### config.mk
export PLATFORM = sky130hd
export DESIGN_NAME = maxmin_streamer
export DESIGN_NICKNAME = d
export VERILOG_FILES = /design/src/rtl/maxmin_streamer.sv
export SDC_FILE = /design/constraint.sdc
export NUM_CORES = 1
export LEC_CHECK = 0
export CAP_MARGIN = 20
export CORE_AREA = 2 2 147 149
export DETAILED_ROUTE_END_ITERATION = 8
export DIE_AREA = 0 0 149 151
export DONT_BUFFER_PORTS = 1
export GPL_TIMING_DRIVEN = 0
export SETUP_SLACK_MARGIN = 0.1
export SLEW_MARGIN = 15
export SYNTH_ARGS = -nofsm -noshare
export SYNTH_HDL_FRONTEND = slang
export SYNTH_SLANG_ARGS = --single-unit
### constraint.sdc
create_clock -name clk -period 7.5 [get_ports clk]
set_input_delay 1.5 -clock clk [delete_from_list [all_inputs] [get_ports clk]]
set_output_delay 1.5 -clock clk [all_outputs]
set_load 0.005 [all_outputs]
### src/rtl/maxmin_streamer.sv
// maxmin_streamer: streams a frame of N_SAMPLES alternating-sign multiples of
// a latched step to a downstream min/max block, then waits for its result.
// Optional result-wait timeout: define MAXMIN_STREAMER_TIMEOUT_EN.
// Handshake: valid marks each frame sample on din_out. There is no
// backpressure, so the frame occupies N_SAMPLES consecutive cycles. res_rdy
// qualifies res_in and is honoured only in WAIT. Every output is registered.
module maxmin_streamer #(
    parameter int unsigned N_SAMPLES = 16,
    parameter int unsigned WAIT_MAX  = 255
) (
    input  logic               clk,
    input  logic               rst,
    input  logic               start,
    input  logic signed [15:0] step,
    output logic signed [15:0] din_out,
    output logic               valid,
    input  logic        [15:0] res_in,
    input  logic               res_rdy,
    output logic        [15:0] result,
    output logic               done,
    output logic               busy,
    output logic               timeout,
    output logic        [1:0]  state_dbg_o
);

    // Reject out-of-range configurations at elaboration.
    if (N_SAMPLES < 1 || N_SAMPLES > 255) begin : g_bad_n_samples
        $error("maxmin_streamer: N_SAMPLES must be 1..255");
    end
    if (WAIT_MAX < 1 || WAIT_MAX > 65535) begin : g_bad_wait_max
        $error("maxmin_streamer: WAIT_MAX must be 1..65535");
    end

    typedef enum logic [1:0] {
        ST_IDLE = 2'd0,
        ST_SEND = 2'd1,
        ST_WAIT = 2'd2
    } state_t;

    state_t             state_q;
    logic        [8:0]  k_q;        // index of the sample currently on din_out
    logic signed [15:0] step_q;
    logic signed [15:0] din_q;
    logic               valid_q;
    logic        [15:0] result_q;
    logic               done_q;
    logic               busy_q;
    logic        [8:0]  k_d;
    logic               last_sample;

`ifdef MAXMIN_STREAMER_TIMEOUT_EN
    logic        [15:0] wait_cnt_q;
    logic               timeout_q;
`endif

    // Sample k: +k*s for odd k, -(k*s) for even k, wrapped to 16 bits.
    function automatic logic [15:0] sample_of(input logic [8:0] k,
                                              input logic signed [15:0] s);
        logic signed [31:0] prod;
        prod = 32'(s) * $signed({23'd0, k});
        if (k[0]) begin
            return prod[15:0];
        end
        return 16'(-prod);
    endfunction

    // Next sample index and end-of-frame detect.
    always_comb begin
        k_d         = k_q + 9'd1;
        last_sample = (k_q == 9'(N_SAMPLES));
    end

    // Frame sequencer: IDLE -> SEND (N_SAMPLES cycles) -> WAIT -> IDLE.
    always_ff @(posedge clk) begin
        if (!rst) begin
            state_q  <= ST_IDLE;
            k_q      <= 9'd0;
            step_q   <= 16'sd0;
            din_q    <= 16'sd0;
            valid_q  <= 1'b0;
            result_q <= 16'd0;
            done_q   <= 1'b0;
            busy_q   <= 1'b0;
`ifdef MAXMIN_STREAMER_TIMEOUT_EN
            wait_cnt_q <= 16'd0;
            timeout_q  <= 1'b0;
`endif
        end else begin
            done_q <= 1'b0;
            case (state_q)
                ST_IDLE: begin
                    if (start) begin
                        step_q  <= step;
                        k_q     <= 9'd1;
                        din_q   <= sample_of(9'd1, step);
                        valid_q <= 1'b1;
                        busy_q  <= 1'b1;
                        state_q <= ST_SEND;
`ifdef MAXMIN_STREAMER_TIMEOUT_EN
                        timeout_q <= 1'b0;
`endif
                    end
                end
                ST_SEND: begin
                    if (last_sample) begin
                        din_q   <= 16'sd0;
                        valid_q <= 1'b0;
                        state_q <= ST_WAIT;
`ifdef MAXMIN_STREAMER_TIMEOUT_EN
                        wait_cnt_q <= 16'd0;
`endif
                    end else begin
                        k_q   <= k_d;
                        din_q <= sample_of(k_d, step_q);
                    end
                end
                ST_WAIT: begin
                    // A result arriving on the expiry cycle still wins.
                    if (res_rdy) begin
                        result_q <= res_in;
                        done_q   <= 1'b1;
                        busy_q   <= 1'b0;
                        state_q  <= ST_IDLE;
                    end
`ifdef MAXMIN_STREAMER_TIMEOUT_EN
                    else if (wait_cnt_q == 16'(WAIT_MAX - 1)) begin
                        result_q  <= 16'h8000;
                        timeout_q <= 1'b1;
                        done_q    <= 1'b1;
                        busy_q    <= 1'b0;
                        state_q   <= ST_IDLE;
                    end else begin
                        wait_cnt_q <= wait_cnt_q + 16'd1;
                    end
`endif
                end
                default: begin
                    state_q <= ST_IDLE;
                    din_q   <= 16'sd0;
                    valid_q <= 1'b0;
                    busy_q  <= 1'b0;
                end
            endcase
        end
    end

    assign din_out     = din_q;
    assign valid       = valid_q;
    assign result      = result_q;
    assign done        = done_q;
    assign busy        = busy_q;
    assign state_dbg_o = state_q;

`ifdef MAXMIN_STREAMER_TIMEOUT_EN
    assign timeout = timeout_q;
`else
    assign timeout = 1'b0;
`endif

endmodule

# Word-level counts from Yosys, hierarchy flattened
# Cells that the tools add are included.
[totals] reg_bits=62 inputBits=36
[classes] n_addsub=3 multipliers=1 eq_ne=7 muxes=25 bitwise_logic=2 n_reduce_logical=10
[ops] op="$mux W16" count=5
[ops] op="$pmux W16 S3" count=1
[ops] op="$neg A16 Y16" count=2
[ops] op="$mux W9" count=2
[ops] op="$pmux W9 S2" count=1
[ops] op="$mul A16 B10 Y16" count=1
[ops] op="$reduce_and A3 Y1" count=4
[ops] op="$mux W1" count=10
[ops] op="$add A9 B1 Y9 const B" count=1
[ops] op="$eq A9 B5 Y1 const B" count=1
[ops] op="$ne A2 B2 Y1 const B" count=4
[ops] op="$reduce_and A2 Y1" count=4
[ops] op="$mux W2" count=3
[ops] op="$pmux W1 S3" count=2
[ops] op="$pmux W2 S3" count=1
[ops] op="$eq A2 B1 Y1 const B" count=1
[ops] op="$eq A2 B2 Y1 const B" count=1
[ops] op="$logic_not A2 Y1" count=1
[ops] op="$not A1 Y1" count=2
[ops] op="$reduce_bool A2 Y1" count=1

# Logic depth before layout (Yosys ltp)
# Gate-level depths: netlist (run 1).
[depth] ltp_word=8 depth_mapped=25

# Worst setup path before layout (run 1)
# No wires, ideal clock.
[synth_path] path_type="reg-to-reg" startpoint="register k_q[0]" endpoint="register din_q[13], in the netlist din_out[13]" setup_ns=0.125 arrival_ns=6.014 t_required_ns=7.375 setup_slack_ns=1.361 path_stages_with_launch=24 path_buffers=2 cell_sequence="dfxtp_1 inv_1 clkbuf_1 ha_1 clkbuf_1 nand2_1 fa_1 inv_1 fa_1 ha_1 fa_1 inv_1 fa_1 inv_1 ha_1 nor2b_1 a221oi_2 nand3_1 or3_4 nor4_1 a31oi_1 xnor2_1 a222oi_1 nor2b_1"
[synth_via] elab_chain_cells=8 elab_cells_between_ends=12
[synth_lines] element="start: declaration" line="41" rtl="logic [8:0] k_q;"
[synth_lines] element="start signal: assignment" line="113" rtl="k_q <= k_d;"
[synth_lines] element="parallel branches: the longest is 6 deep, another holds $mul A16 B10 Y16"
[synth_lines] element="$mux W16 *" line="105" rtl="if (last_sample) begin"
[synth_lines] element="$pmux W16 S3 *" line="90" rtl="case (state_q)"
[synth_lines] element="end signal: assignment" line="95" rtl="din_q <= sample_of(9'd1, step);"
[synth_lines] element="end signal: assignment" line="114" rtl="din_q <= sample_of(k_d, step_q);"
[synth_lines] element="end: declaration" line="43" rtl="logic signed [15:0] din_q;"
# Mark *: on every way between the ends. The select of a mux whose other input is x is not followed.
# A chain may end at the register's enable or synchronous reset.

# Final worst setup path (run 1)
[layout_path] startpoint="register k_q[0]" endpoint="register din_q[15], in the netlist din_out[15]"
# The elaborated chain is that of the path after synthesis.

==> impl_metrics.csv, run 1 <==
group,metric,value,unit
outcome,status,"finished clean",
worst_hold_path,hp-start,"step_q[15]",
die,core-area,20800,sq um
power,vdd_ir_drop_max,0.000178,V
worst_setup_path,timing.rr.end,"din_out[15]",
route,drcViolationCount,0,
grt,antenna_found_initial,0,
place,place_congestion,0.803,
worst_hold_path,whs_endpoint,"step_q[15]",
worst_setup_path,cp.arrival,7.16,ns
route,wl_per_cell,15.1,microns
worst_setup_path,cp_max_fo,10,
synthesis,syn_area,6200,sq um
worst_setup_path,cp-end-kind,"register",
sta,slew_headroom,0.408,
route,vias,4867,
sta,rsz0062_at_grt,"no",
die,start_util,0.298,
place,io_buffers,0,
sta,min_period,6.95,ns
clocking,clockBufferDepth,2,
route,initialDrtViolationCount,259,
synthesis,synth_flop_cell,"dfxtp_1",
die,die_w,149,microns
synthesis,synth-edff-count,0,
synthesis,synth_compound_area_frac,0.136,
worst_setup_path,slowest_stage,"fa_1",
synthesis,synth_xor_area_frac,0.0678,
worst_setup_path,crit_type,"register to register",
sta,max_freq,144,MHz
route,via_per_inst,4.72,
synthesis,synth.ff_latch_count,62,
grt,grt_pass1_wl,25900,microns
worst_setup_path,r2r_setup_slack,0.55,ns
synthesis,syn-num-nets,880,
clocking,htreeDepth,3,
synthesis,synth-simple-area-share,0.229,
synthesis,yosysUniqueCellTypes,54,
synthesis,yosysMostFrequentCell,"nand2_1",
worst_hold_path,hold_depth,2,
sta,worst_pin_slew,0.881,ns
die,dieArea,22500,sq um
power,p_per_area,151,nW/um^2
synthesis,synth_top_area_cell,"fa_1",
power,p_total,1040,uW
synthesis,synth.mux.area_fraction,0.00323,
worst_setup_path,critPathMaxStageDelay,0.57,ns
route,dr.pass1.iters,4,
synthesis,syn_inst,741,
sta,final.period_utilization,0.926,
worst_setup_path,critical_path_buf_inv_count,4,
clocking,post_cts_buffers,0,
clocking,clkSlewWorstSetupHoldPaths,0.05,ns
synthesis,async_reset_ff_frac,0,
final_layout,drive_gt1_frac,0.0476,
worst_setup_path,path_cells,"ha_1 -> nand3_1 -> xor2_2 -> clkbuf_2 -> nand2b_1 -> fa_1 -> fa_1 -> inv_1 -> fa_1 -> fa_1 -> inv_1 -> fa_1 -> inv_1 -> ha_1 -> a21o_1 -> a21o_1 -> a32o_1 -> nor2_1 -> nor4b_1 -> nor3_1 -> o31ai_1 -> xor2_1 -> o22ai_1",
synthesis,ys_seq_area_frac,0.200,
clocking,clk_latency,0.33,ns
grt,grtUsageTotal,0.146,
die,dieHeight,151,microns
final_layout,final_util,0.331,
place,hpwlAfterDp,12400,microns
sta,setup_viol,0,
clocking,clock-sinks,62,
die,rows,53,
worst_setup_path,r2r-start,"k_q[0]",
power,power_leakage,0.00293,uW
sta,finalHoldViolCount,0,
clocking,cts_buffers,9,
synthesis,synth-warning-count,0,
sta,setup_tns,0,ns
worst_setup_path,cp_common_cell,"fa_1",
synthesis,synth_top_family_by_area,"adder cells",
worst_setup_path,cpLargestDelayFamily,"adder cells",
grt,grt_max_degree,11,
final_layout,layout.nets,891,
final_layout,antenna_cells,0,
synthesis,synth-adder-area-share,0.285,
worst_setup_path,setup.worst_path.start_class,"register",
final_layout,num-fill-cells,2223,
worst_setup_path,reg2reg_depth,23,
synthesis,synth_top_cell_area_share,0.207,
worst_hold_path,min_path_type,"register to register",
sta,slew_viol_final,0,
die,ios,74,
grt,grt_overflow,0,
run,drv_cap,0,
grt,grt_pass1_vias,4935,
route,ant_nets,0,
synthesis,syn_avg_cell_area,8.37,sq um
synthesis,synthTopCellsByArea,"fa_1, dfxtp_1, ha_1, nand2_1, nor2b_1",
clocking,cts_root_buffer,"clkbuf_16",
clocking,cts_tree,"yes",
sta,finalClockSkew,0.00657,ns
route,totalWireLength,15500,microns
synthesis,synthTopCellsByCount,"nand2_1, inv_1, nor2b_1",
final_layout,area_growth,11.1,%
worst_setup_path,worst-endpoint-required,7.71,ns
state kept, by name, indices dropped and copies added (netlist names):
signal	flops
din_out	16
result	16
step_q	16
k_q	9
state_dbg_o	2
busy	1
done	1
valid	1
cells by family (layout without fill, tap and decap cells):
logic type	after synthesis	count (layout)
compound gates	121	121
fa+ha+maj	103	103
other cells	1	1
buf+inv	125	141
xor+xnor	44	44
mux	2	2
simple gates	283	283
flops	62	62
cells in the final DEF, fill, tap and decap left out, types with 3 or more instances in the layout:
cell,count
clkbuf_16,9
o22ai_1,3
nand3_1,11
buf_1,9
fa_1,64
a31oi_1,3
inv_1,85
nor3b_1,9
ha_1,38
a21oi_1,20
o21ai_0,17
a21boi_0,32
and2_1,18
nand2b_1,10
nor4_1,3
dfxtp_1,62
a22oi_1,8
nor3_1,8
nor2b_1,66
clkbuf_2,6
o21ai_1,5
a221oi_1,6
nand2_1,122
clkbuf_1,22
xnor2_1,29
and3_1,4
a22o_1,6
xor2_1,10
clkinv_2,3
a21o_1,7
nor2_1,21
per-layer routing:
layer,up-vias,track usage,part of all wire
li1,2406,-,-
met1,2326,0.191,0.45
met2,120,0.240,0.47
met3,15,0.0383,0.067
met4,0,0.0376,0.015
met5,-,0,0
worst reg2reg max path: cells and delay by family, from the launching register on:
kind	cells	cell delay, ns
simple gates	5	0.85
flops	1	0.51
buf+inv	4	0.50
fa+ha+maj	7	3.27
compound gates	5	1.07
xor+xnor	2	0.62
power breakdown:
group	switching, uW	internal (uW)	total (uW)
registers	22.4	352	374
clock network	140	273	413
logic	155	99.7	254
what timing repair did:
item	CTS	global route
endpoints found under the setup margin	0	7
gates resized for setup	0	17
endpoints found under the hold margin	0	0
hold buffers	0	0
final cells by class:
class,count,area [sq um],area share
sequential,62,1240,0.180
tap,275,344,0.0500
clock buffer,12,256,0.0372
inverter,85,319,0.0463
multi-input combinational,554,4510,0.655
buffer,40,168,0.0243
clock inverter,4,45.0,0.00654
through the flow:
step | worst slack [ns] | hold WS, ns | area [sq um] | instances
after global routing | 0.167 | 0.496 | 6890 | 1032
after CTS | 0.154 | 0.473 | 6850 | 1032
after global placement | 0.231 | 0.450 | 6540 | 1016
after floorplan | 1.36 | 0.439 | 6200 | 741
after detailed placement | 0.265 | 0.455 | 6540 | 1016
final | 0.555 | 0.472 | 6890 | 1032
worst max-delay path by stage:
stage / startpoint / to / slack, ns / depth (start not counted)
4_1_cts: k_q[0] / din_out[15] / 0.15 / 25
2_1_floorplan: k_q[0] / din_out[13] / 1.36 / 23
5_1_grt: k_q[0] / din_out[15] / 0.17 / 22
3_5_place_dp: k_q[0] / din_out[15] / 0.27 / 23
6_report: k_q[0] / din_out[15] / 0.55 / 23
3_3_place_gp: k_q[0] / din_out[15] / 0.23 / 25
(Power assumes the default switching activity.)
==> run 2: changes to the inputs <==
--- a/config.mk
+++ b/config.mk
@@ -10,9 +10,10 @@
 export DETAILED_ROUTE_END_ITERATION = 8
 export DIE_AREA = 0 0 149 151
 export DONT_BUFFER_PORTS = 1
-export GPL_TIMING_DRIVEN = 0
+export HOLD_SLACK_MARGIN = 0.08
 export SETUP_SLACK_MARGIN = 0.1
 export SLEW_MARGIN = 15
 export SYNTH_ARGS = -nofsm -noshare
 export SYNTH_HDL_FRONTEND = slang
 export SYNTH_SLANG_ARGS = --single-unit
+export TNS_END_PERCENT = 20
==> run 2 against run 1 <==
Non-clock buffer count decreased by 29; cell count decreased by 3.0%; utilization decreased by 0.70 points; global-route usage decreased by 0.72 points; setup slack improved by 0.34 ns; final area decreased by 2.1%; die area unchanged; sequential share of layout area increased by 0.39 points; via count decreased by 2.6%; combinational power decreased by 9.4%; critical path type unchanged; critical endpoint is now din_out[13].
==> impl_metrics.csv, run 2 (same netlist as run 1, synthesis figures left out) <==
group,metric,value,unit
worst_setup_path,critical_path_buf_inv_count,5,
sta,slew_headroom,0.365,
final_layout,antenna_cells,0,
power,p_sw,301,uW
sta,setup_viol,0,
power,p_per_area,148,nW/um^2
sta,rsz0062_at_grt,"no",
route,route.met3.wl,1150,microns
final_layout,mostFrequentLayoutCell,"nand2_1",
power,p_clk_frac,0.384,
final_layout,drive_gt1_frac,0.0427,
power,vdd_ir_drop_max,0.000134,V
route,initialDrtViolationCount,249,
final_layout,area_growth,8.74,%
die,dieHeight,151,microns
clocking,hold_buffers,0,
worst_setup_path,cp-end-kind,"register",
route,vias,4741,
clocking,clockBufferDepth,2,
sta,worst_pin_slew,0.949,ns
place,place_congestion,0.825,
route,highest_layer,"met4",
sta,finalClockSkew,0.00603,ns
route,drt-met1-wl,6900,microns
worst_setup_path,setup.worst_path.start_class,"register",
final_layout,layout.nets,862,
die,rows,53,
power,power_frac_seq,0.385,
clocking,cts_buffers,9,
worst_setup_path,slowest_stage,"ha_1",
sta,max_freq,151,MHz
worst_hold_path,hp-start,"step_q[15]",
sta,hold_ws,0.472,ns
route,wl_per_cell,14.9,microns
grt,antenna_found_initial,0,
clocking,cts_tree,"yes",
sta,slew_viol_final,0,
worst_setup_path,critical_path.startpoint,"k_q[0]",
clocking,clk_latency,0.32,ns
die,ios,74,
route,via_per_inst,4.74,
worst_setup_path,cp_max_fo,25,
clocking,cts_resized,0,
grt,grt_pass1_vias,4701,
outcome,status,"finished clean",
grt,grt_max_degree,63,
power,p_int,694,uW
worst_hold_path,min_path_type,"register to register",
clocking,htreeDepth,3,
worst_setup_path,cp.arrival,6.81,ns
worst_setup_path,crit_type,"register to register",
route,dr.pass1.iters,5,
route,met2WireLength,6740,microns
worst_setup_path,r2r-start,"k_q[0]",
sta,final.period_utilization,0.880,
final_layout,num-fill-cells,2247,
die,start_util,0.298,
place,io_buffers,0,
grt,grt_pass1_wl,24700,microns
run,drv_cap,0,
worst_setup_path,worst-endpoint-required,7.70,ns
die,dieArea,22500,sq um
sta,min_period,6.60,ns
clocking,clock-sinks,62,
clocking,cts_root_buffer,"clkbuf_16",
power,power_leakage,0.00287,uW
power,p_comb_frac,0.232,
place,hpwlAfterDp,11500,microns
die,core-area,20800,sq um
clocking,post_cts_buffers,0,
worst_setup_path,cpLargestDelayFamily,"adder cells",
route,ant_nets,0,
grt,grt_overflow,0,
clocking,clkSlewWorstSetupHoldPaths,0.05,ns
final_layout,final_cell_mix,"nand2_1, inv_1, nor2b_1",
sta,finalHoldViolCount,0,
route,totalWireLength,14900,microns
power,p_sw_frac,0.303,
sta,setup_tns,0,ns
worst_setup_path,critPathMaxStageDelay,0.68,ns
grt,grtUsageTotal,0.139,
route,drcViolationCount,0,
die,die_w,149,microns
worst_setup_path,path_cells,"buf_4 -> inv_1 -> ha_1 -> nand2_1 -> fa_1 -> inv_1 -> fa_1 -> ha_1 -> fa_1 -> inv_1 -> fa_1 -> inv_1 -> ha_1 -> nor2b_1 -> a221oi_2 -> nand3_1 -> or3_4 -> nor4_1 -> a31oi_1 -> xnor2_1 -> a222oi_1 -> nor2b_1",
==> run 2: cell count changes in the layout (fill, tap and decap cells not counted), moves of 2 or more <==
cell	change
buf_1	-9
buf_4	+9
clkbuf_1	-21
clkinv_2	-2
buf_2	-2
clkbuf_2	-6
==> run 2: final timing paths <==
| check | end | slack (ns) | cells past startpoint |
|---|---|---|---|
| setup / recovery | din_out[13] | 0.90 | 22 |
| hold / removal | step_q[15] | 0.47 | 2 |
| setup reg to reg | din_out[13] | 0.90 | 22 |
| hold reg to reg | step_q[15] | 0.47 | 2 |
==> run 2: cell type report <==
| type | instances | area, sq um | share of cell area |
|---|---|---|---|
| sequential | 62 | 1240 | 0.184 |
| clock buffer | 13 | 270 | 0.0401 |
| multi-input combinational | 554 | 4480 | 0.664 |
| tap | 275 | 344 | 0.0510 |
| timing repair buffer | 11 | 82.6 | 0.0122 |
| clock inverter | 1 | 5.00 | 0.000742 |
| inverter | 85 | 319 | 0.0473 |
==> run 2: worst min-delay path: stages (launching register included) <==
cell	delay, ns
dfxtp_1	0.31
nand2_1	0.05
a21boi_0	0.06
==> run 2: per-layer routing <==
layer / GRT usage / vias up
met3: 0.0425 / 7
met4: 0.0319 / 0
li1: - / 2343
met1: 0.188 / 2273
met2: 0.217 / 118
met5: 0 / -
==> run 2: metrics by stage <==
stage                     area [sq um]   util  std cells  total power [uW]  worst slack (ns)
final                             6740  0.324       1001               994             0.897
after global routing              6740  0.324       1001              1050             0.375
after CTS                         6730  0.323       1000              1010             0.819
after detailed placement          6460  0.310        986               618             0.852
after global placement            6460  0.310        986               618             0.960
after floorplan                   6200      -        741               562              1.36
==> run 2: power by group through the flow <==
stage | Clock [uW] | Combinational (uW) | Sequential [uW]
floorplan | 0 | 190 | 372
detailed placement | 0 | 229 | 389
finish | 381 | 230 | 383
global route | 407 | 260 | 386
global placement | 0 | 229 | 389
CTS | 391 | 232 | 382
==> run 3: changes to the inputs <==
--- a/config.mk
+++ b/config.mk
@@ -11,6 +11,7 @@
 export DIE_AREA = 0 0 149 151
 export DONT_BUFFER_PORTS = 1
 export HOLD_SLACK_MARGIN = 0.08
+export PLACE_DENSITY_LB_ADDON = 0.3
 export SETUP_SLACK_MARGIN = 0.1
 export SLEW_MARGIN = 15
 export SYNTH_ARGS = -nofsm -noshare
==> run 3 against run 2 <==
Final area rose by 0.41%; clock power grew 9.7%; sequential power is essentially flat; power increased by 3.9%; cell count is 0.20% higher.
==> impl_metrics.csv, run 3 (same netlist as run 1, synthesis figures left out) <==
group,metric,value,unit
outcome,status,"finished clean",
clocking,clk_latency,0.33,ns
sta,slew_headroom,0.357,
grt,grt_pass1_wl,26100,microns
worst_hold_path,min_path_type,"register to register",
worst_setup_path,cp.arrival,6.88,ns
run,drv_cap,0,
sta,setup_viol,0,
route,vias,4736,
clocking,cts_resized,0,
clocking,clockBufferDepth,2,
clocking,clkSlewWorstSetupHoldPaths,0.05,ns
route,drcViolationCount,0,
die,dieHeight,151,microns
grt,grtUsageTotal,0.148,
worst_setup_path,cp-end-kind,"register",
worst_setup_path,r2r_setup_slack,0.82,ns
grt,antenna_found_initial,0,
worst_setup_path,critical_path.startpoint,"k_q[1]",
power,vdd_ir_drop_max,0.000146,V
power,power_leakage,0.00288,uW
power,p_per_area,153,nW/um^2
clocking,post_cts_buffers,0,
place,place_congestion,0.829,
final_layout,drive_gt1_frac,0.0440,
sta,worst_pin_slew,0.961,ns
route,wl_per_cell,15.6,microns
place,hpwlAfterDp,12200,microns
die,die_w,149,microns
sta,hold_ws,0.474,ns
worst_setup_path,cp_max_fo,9,
die,core-area,20800,sq um
place,io_buffers,0,
worst_hold_path,hp-start,"step_q[15]",
route,ant_nets,0,
sta,max_freq,150,MHz
route,totalWireLength,15700,microns
worst_setup_path,setup.worst_path.start_class,"register",
route,via_per_inst,4.72,
sta,rsz0062_at_grt,"no",
sta,finalHoldViolCount,0,
worst_setup_path,worst-endpoint-required,7.70,ns
sta,final.period_utilization,0.890,
route,dr.pass1.iters,5,
die,dieArea,22500,sq um
clocking,cts_root_buffer,"clkbuf_16",
die,start_util,0.298,
sta,setup_tns,0,ns
sta,finalClockSkew,0.00737,ns
worst_hold_path,hold_depth,2,
route,initialDrtViolationCount,221,
grt,grt_max_degree,63,
worst_hold_path,whs_endpoint,"step_q[15]",
worst_setup_path,reg2reg_depth,23,
die,ios,74,
clocking,cts_buffers,9,
grt,grt_pass1_vias,4857,
die,rows,53,
sta,min_period,6.68,ns
clocking,htreeDepth,3,
worst_setup_path,crit_type,"register to register",
final_layout,layout.nets,862,
final_layout,mostFrequentLayoutCell,"nand2_1",
final_layout,area_growth,9.18,%
final_layout,final_cell_mix,"nand2_1, inv_1, nor2b_1",
grt,grt_overflow,0,
final_layout,antenna_cells,0,
clocking,hold_buffers,0,
clocking,clock-sinks,62,
clocking,cts_tree,"yes",
sta,slew_viol_final,0,
worst_setup_path,timing.rr.end,"din_out[15]",
worst_setup_path,r2r-start,"k_q[1]",
==> run 3: worst max-delay path, stage by stage, from the launching register on <==
cell	delay [ns]
dfxtp_1	0.41
ha_1	0.34
nand3_1	0.15
xor2_1	0.46
buf_4	0.28
nand2b_1	0.14
fa_1	0.43
fa_1	0.50
inv_1	0.06
fa_1	0.53
fa_1	0.56
inv_1	0.06
fa_1	0.54
inv_1	0.05
ha_1	0.36
a21o_1	0.20
a21o_1	0.18
a32o_1	0.23
nor2_1	0.12
nor4b_1	0.26
nor3_1	0.11
o31ai_1	0.30
xor2_1	0.20
o22ai_1	0.09
==> run 3: power by group <==
group | switching (uW) | internal (uW)
combinational | 134 | 95.2
sequential | 33.5 | 352
clock | 144 | 275
total | 311 | 722
==> run 3: area by class of cell <==
type / count / area (sq um)
clock buffers: 13 / 260
clock inverters: 3 / 42.5
multi-input cells: 554 / 4480
inverters: 85 / 319
well taps: 275 / 344
repair buffers: 11 / 82.6
fillers: 2263 / 14100
flip-flops and latches: 62 / 1240
==> run 3: worst max-delay path by stage <==
| stage | end | cells past startpoint |
|---|---|---|
| final | din_out[15] | 23 |
| after detailed placement | din_out[15] | 23 |
| after global placement | din_out[13] | 22 |
| after global routing | din_out[13] | 24 |
| after floorplan | din_out[13] | 23 |
| after CTS | din_out[15] | 23 |
==> run 3: layer usage <==
| layer | GRT usage | share of wire |
|---|---|---|
| met2 | 0.231 | 0.45 |
| met5 | 0 | 0 |
| met4 | 0.0290 | 0.0082 |
| met3 | 0.0413 | 0.075 |
| met1 | 0.206 | 0.47 |
==> run 3: stage by stage <==
| step | std cells | power [uW] | setup slack [ns] | utilization | cell area, sq um |
|---|---|---|---|---|---|
| finish | 1003 | 1030 | 0.823 | 0.325 | 6770 |
| global route | 1003 | 1090 | 0.320 | 0.325 | 6770 |
| CTS | 1002 | 1040 | 0.796 | 0.325 | 6760 |
| detailed placement | 986 | 622 | 0.816 | 0.310 | 6460 |
| global placement | 986 | 623 | 0.894 | 0.310 | 6460 |
| floorplan | 741 | 562 | 1.36 | - | 6200 |
==> patch 1, RTL diff (flow settings as in run 1) <==
Add a define of `MAXMIN_STREAMER_TIMEOUT_EN`.
--- a/src/rtl/maxmin_streamer.sv
+++ b/src/rtl/maxmin_streamer.sv
@@ -5,4 +5,6 @@
 // backpressure, so the frame occupies N_SAMPLES consecutive cycles. res_rdy
 // qualifies res_in and is honoured only in WAIT. Every output is registered.
+`define MAXMIN_STREAMER_TIMEOUT_EN
+
 module maxmin_streamer #(
     parameter int unsigned N_SAMPLES = 16,
Behaviour: no difference found for any inputs over 4 cycles, from zero or initial values and one cycle with rst low; that may be too few to reach the edited logic, so the function may still have changed.
==> patch 1 against run 1 <==
  * Utilization is 2.5 points higher
  * Sequential share of layout area is 3.3 points higher
  * Worst setup slack worse by 0.11 ns
  * Cell area is 7.6% higher
  * Synthesized cell count is 8.1% higher
  * Critical endpoint is now din_out[13]$_SDFFE_PN0P_
  * Critical path type unchanged
  * Synthesized area is 8.6% higher
  * Power is 6.2% higher
  * Wire length is 13% higher
  * Sequential cell count is 17 higher
==> patch 1: results (changes against run 1) <==
| Metric | Value |
|---|---|
| Worst setup path start | `k_q[1]$_SDFFE_PN0P_` |
| XOR/XNOR Fraction of Synth Area | `0.07765 (+0.009842)` |
| Met3 global-route usage | `0.04277 (+0.004518)` |
| Routability congestion estimate from global placement | `0.8270 (+3.0%)` |
| Hold Crit Class | `reg2reg` |
| Via/cell ratio | `4.904 (+4.0%)` |
| Compound-Gate Fraction of Synth Area | `0.1282 (-0.008247)` |
| Leakage power | `3.180 nW (+8.7%)` |
| Worst reg-to-reg setup slack | `0.45 ns (-0.11 ns)` |
| R2R cell count | `24 (+4.3%)` |
| Worst Clk Skew | `0.007844 ns (+0.001272 ns)` |
| Non-Filler Instances | `1090 (+5.6%)` |
| Register area share after synthesis | `0.2348 (+0.03461)` |
| Pin count of the biggest net entering global routing | `17 (+6)` |
| Initial antenna violation count | `0 (unchanged)` |
| Synth area leaders | `dfxtp_1 23%, fa_1 19%, ha_1 7.6%` |
| Internal | `0.7985 mW (+10%)` |
| Clock Power | `0.462 mW (+12%)` |
| Synth cell count leaders | `102 x nand2_1, 90 x inv_1, 79 x dfxtp_1, 67 x nor2_1, 64 x fa_1` |
| ANT cells | `0 (unchanged)` |
| GR met2 Demand/Resource | `0.2684 (+0.02880)` |
| Final period util | `0.9402 (+0.01412)` |
| Global-route wire length before repair | `28720 um (+11%)` |
| GR Layer Usage met1 | `0.2169 (+0.02579)` |
| Syn nets | `942 (+7.0%)` |
| Worst path arrival time | `7.34 ns (+0.18 ns)` |
| Netlist cell types | `58 (+7.4%)` |
| CTS root buf | `clkbuf_16` |
| WL met3 | `1197 um (+14%)` |
| DR WL/cell | `16.13 um (+7.0%)` |
| Critical path endpoint | `din_out[13]$_SDFFE_PN0P_` |
| Post-Place Cell Area | `7079 um2 (+8.2%)` |
| GRT Resource Usage Total | `0.1644 (+0.01846)` |
| WL met2 | `7959 um (+9.6%)` |
| Synth Area in Adders | `0.2664 (-0.01897)` |
| Hold EP | `step_q[15]$_SDFFE_PN0P_` |
| Placement Setup Slack | `0.01899 ns (-0.2462 ns)` |
| M1 wire length | `8046 um (+15%)` |
| Clk pin slew, worst setup/hold paths | `0.06 ns` |
| Initial DRC Count | `370 (+43%)` |
| Final net count | `952 (+6.8%)` |
| Status | `complete, no violations` |
| Min-delay src | `step_q[15]$_SDFFE_PN0P_` |
| Maximum VDD drop | `0.1700 mV (-4.5%)` |
| Post-synthesis mux area share | `0.001486 (-0.001743)` |
| Vias in the first global route | `5358 (+8.6%)` |
| Top sig layer | `met4` |
| Switching Share | `0.2780 (-0.02616)` |
| Mean post-synth cell area | `8.409 um2 (+0.50%)` |
| Skew-Pair Late Insertion Delay | `0.34 ns` |
| CP Launch Type | `flip-flop` |
| Sequential share of power | `0.407 (+0.048)` |
| Fillcell total | `2228 (+0.22%)` |
| Dpl hpwl | `13870 um (+12%)` |
| Relative slew slack | `0.2965 (-0.1117)` |
| Layout cells sized above 1 | `0.03804 (-0.009519)` |
| Placed Cells | `1076 (+5.9%)` |
-- patch 1: changes by cell type in the layout (fill, tap and decap cells not counted), moves of 6 or more --
| cell | delta |
|---|---|
| nor2_1 | +46 |
| a21boi_0 | -32 |
| nand2_1 | -20 |
| a21oi_1 | +17 |
| dfxtp_1 | +17 |
| a22oi_1 | +16 |
| xor2_1 | +13 |
| nor2b_1 | -11 |
| nor3b_1 | -9 |
| a22o_1 | -6 |
| and2_1 | -6 |
-- patch 1: stage by stage --
stage | utilization | hold WS [ns]
after floorplan | - | 0.4368
after global placement | 0.3400 | 0.4565
after detailed placement | 0.3400 | 0.4575
after CTS | 0.3549 | 0.4654
after global routing | 0.3559 | 0.4983
final | 0.3559 | 0.4703
-- patch 1: worst max-delay path, cell delays in order, from the launching register on --
cell,delay (ns)
dfxtp_1,0.36
ha_1,0.27
inv_1,0.11
nor2_2,0.07
xnor2_1,0.81
nor2b_1,0.16
fa_1,0.49
fa_1,0.54
inv_1,0.05
fa_1,0.48
inv_1,0.06
fa_1,0.56
inv_1,0.07
fa_1,0.54
inv_1,0.05
ha_1,0.29
inv_1,0.05
a21oi_1,0.20
a21oi_1,0.12
xnor2_1,0.17
or3_4,0.43
or4b_4,0.58
a21o_1,0.20
a21oi_1,0.20
o21a_1,0.16
-- patch 1: layout make-up --
| cell class | count | area share |
|---|---|---|
| buffer | 38 | 0.02043 |
| clock inverter | 5 | 0.01131 |
| tap | 275 | 0.04643 |
| multi-input combinational | 591 | 0.6309 |
| clock buffer | 10 | 0.03090 |
| sequential | 79 | 0.2134 |
| inverter | 92 | 0.04660 |
-- patch 1: what timing repair did --
action | 4_1_cts | 5_1_grt
gates cloned | 0 | 0
gates resized for setup | 1 | 6
hold endpoints to repair | 0 | 0
setup endpoints to repair | 3 | 3
==> patch 2, RTL diff (settings of run 1) <==
Made on the original files. Register the output `state_dbg_o` once more; this adds one clock of latency there. The other outputs are not delayed to match.
--- a/src/rtl/maxmin_streamer.sv
+++ b/src/rtl/maxmin_streamer.sv
@@ -150,5 +150,7 @@
     assign done        = done_q;
     assign busy        = busy_q;
-    assign state_dbg_o = state_q;
+    always_ff @(posedge clk) begin
+        state_dbg_o <= state_q;
+    end
 
 `ifdef MAXMIN_STREAMER_TIMEOUT_EN
Behaviour: not the same (Yosys sat finds a counterexample within 4 cycles, from zero or initial values and one cycle with rst low).
==> patch 2 against run 1 <==
  * Clock skew is 0.0017 ns lower
  * Synthesized area is 1.4% higher
  * Critical path type unchanged
  * Count of clock-buffer cells in the layout is 2 lower
  * Power is 0.62% higher
  * Cell area is 1.5% higher
  * Sequential cell count is 2 higher
  * Worst setup slack worse by 0.040 ns
  * Wire length is 6.3% higher
  * Non-clock buffer count is 4 higher
  * Global-route usage is 0.99 points higher
  * Worst hold slack worse by 0.12 ns
==> patch 2: results (changes against run 1) <==
| Metric | Value |
|---|---|
| GRT Resource Usage Total | `0.1558 (+0.009910)` |
| Dpl hpwl | `13140 um (+6.0%)` |
| Worst Path Max Fanout | `16 (+6)` |
| Placement Setup Slack | `0.1612 ns (-0.1040 ns)` |
| Synth cell count leaders | `142 x nand2_1, 83 x inv_1, 64 x dfxtp_1, 64 x fa_1, 63 x nor2b_1` |
| Global-route wire length before repair | `27300 um (+5.5%)` |
| Initial antenna violation count | `0 (unchanged)` |
| Worst Clk Skew | `0.004851 ns (-0.001721 ns)` |
| DR WL/cell | `15.75 um (+4.5%)` |
| Initial DRC Count | `302 (+17%)` |
| Async SR Flop Fraction | `0 (unchanged)` |
| Critical-path top delay cell | `ha_2` |
| Vias in the first global route | `5119 (+3.7%)` |
| Syn nets | `898 (+2.0%)` |
| Status | `complete, no violations` |
| First-pass DRT Iterations | `4 (unchanged)` |
| Via/cell ratio | `4.696 (-0.42%)` |
| ANT cells | `0 (unchanged)` |
| Hold Crit Class | `reg2reg` |
| Synth area leaders | `dfxtp_1 20%, fa_1 20%, nand2_1 8.5%` |
| Worst path arrival time | `7.20 ns (+0.04 ns)` |
| Port-buffer cells | `0 (unchanged)` |
| Layout cells sized above 1 | `0.04516 (-0.002395)` |
| Relative slew slack | `0.3462 (-0.06192)` |
| Max clock buf depth | `2 (unchanged)` |
| Htree depth | `3 (unchanged)` |
| Internal | `0.7396 mW (+2.1%)` |
| Slew Limit Fails | `0 (unchanged)` |
| Yosys synthesis warning count | `0 (unchanged)` |
| TritonCTS Buffers | `9 (unchanged)` |
| # Post-CTS Setup Buffers | `0 (unchanged)` |
| Synth Flop Type | `dfxtp_1` |
| Drt drc | `0 (unchanged)` |
| Pin count of the biggest net entering global routing | `13 (+2)` |
| Skew-Pair Late Insertion Delay | `0.33 ns (about the same)` |
| Critical path's largest stage delay | `0.69 ns (+0.12 ns)` |
| Final net count | `909 (+2.0%)` |
| Routability congestion estimate from global placement | `0.8443 (+5.2%)` |
| Clk pin slew, worst setup/hold paths | `0.06 ns` |
| Maximum VDD drop | `0.2052 mV (+15%)` |
| Register area share after synthesis | `0.2038 (+0.003579)` |
| Netlist cell types | `58 (+7.4%)` |
| CTS root buf | `clkbuf_16` |
| Leakage power | `2.986 nW (+2.1%)` |
-- patch 2: kinds of logic (layout without fill, tap and decap cells) --
family | count (synthesis) | in the layout | synth area share
AOI/OAI and AO/OA | 124 | 124 | 0.1359
and+or+nand+nor | 293 | 293 | 0.2316
xor gates and xnor gates | 42 | 42 | 0.06189
adders and majority gates | 103 | 103 | 0.2814
DFF | 64 | 64 | 0.2038
other | 1 | 1 | 0.0005964
buffers and inverters | 127 | 143 | 0.07682
muxes | 5 | 5 | 0.007961
-- patch 2: what timing repair did --
action	4_1_cts	5_1_grt
gates resized for setup	0	9
setup endpoints to repair	0	5
hold buffers	0	0
-- patch 2: path summary, 6_finish.rpt --
| path | startpoint | slack (ns) | to | cells after the start |
|---|---|---|---|---|
| setup / recovery | k_q[0]$_SDFFE_PN0P_ | 0.51 | din_out[15]$_SDFFE_PN0P_ | 24 |
| hold reg to reg | state_q[0]$_SDFFE_PN0P_ | 0.35 | state_dbg_o[0]$_DFF_P_ | 0 |
| hold / removal | state_q[0]$_SDFFE_PN0P_ | 0.35 | state_dbg_o[0]$_DFF_P_ | 0 |
| setup reg to reg | k_q[0]$_SDFFE_PN0P_ | 0.51 | din_out[15]$_SDFFE_PN0P_ | 24 |
-- patch 2: power by group through the flow --
| stage | Sequential, mW | Combinational (mW) | Clock, mW |
|---|---|---|---|
| after global routing | 0.376 | 0.238 | 0.487 |
| after floorplan | 0.374 | 0.159 | 0 |
| after detailed placement | 0.381 | 0.210 | 0 |
| final | 0.374 | 0.213 | 0.462 |
| after global placement | 0.381 | 0.209 | 0 |
| after CTS | 0.374 | 0.212 | 0.473 |
-- patch 2: critical path: cells and delay by family, from the launching register on --
kind / cells / cell delay, ns
adders and majority gates: 7 / 3.48
and+or+nand+nor: 3 / 0.92
AOI/OAI and AO/OA: 5 / 0.80
buffers and inverters: 7 / 0.72
xor gates and xnor gates: 2 / 0.49
DFF: 1 / 0.48
-- patch 2: metal layers --
metal	vias up	GRT usage	wire length, um
met5	-	0	0
met4	0	0.04286	94
met3	8	0.03886	1143
met2	117	0.2590	7796
met1	2361	0.2020	7500
li1	2445	-	-
-- patch 2: cell type report --
class | count | area [um2]
Buffer | 43 | 171.4
Sequential cell | 64 | 1281
Clock inverter | 6 | 91.34
Inverter | 83 | 311.5
Clock buffer | 10 | 239.0
Timing Repair Buffer | 1 | 7.507
Fill cell | 2241 | 13840
Multi-Input combinational cell | 568 | 4541
Tap cell | 275 | 344.1
-- patch 2: stage by stage --
step / cell area (um2) / instances
4_1_cts: 6962 / 1050
5_1_grt: 6987 / 1050
2_1_floorplan: 6287 / 759
3_5_place_dp: 6631 / 1034
6_report: 6987 / 1050
3_3_place_gp: 6631 / 1034
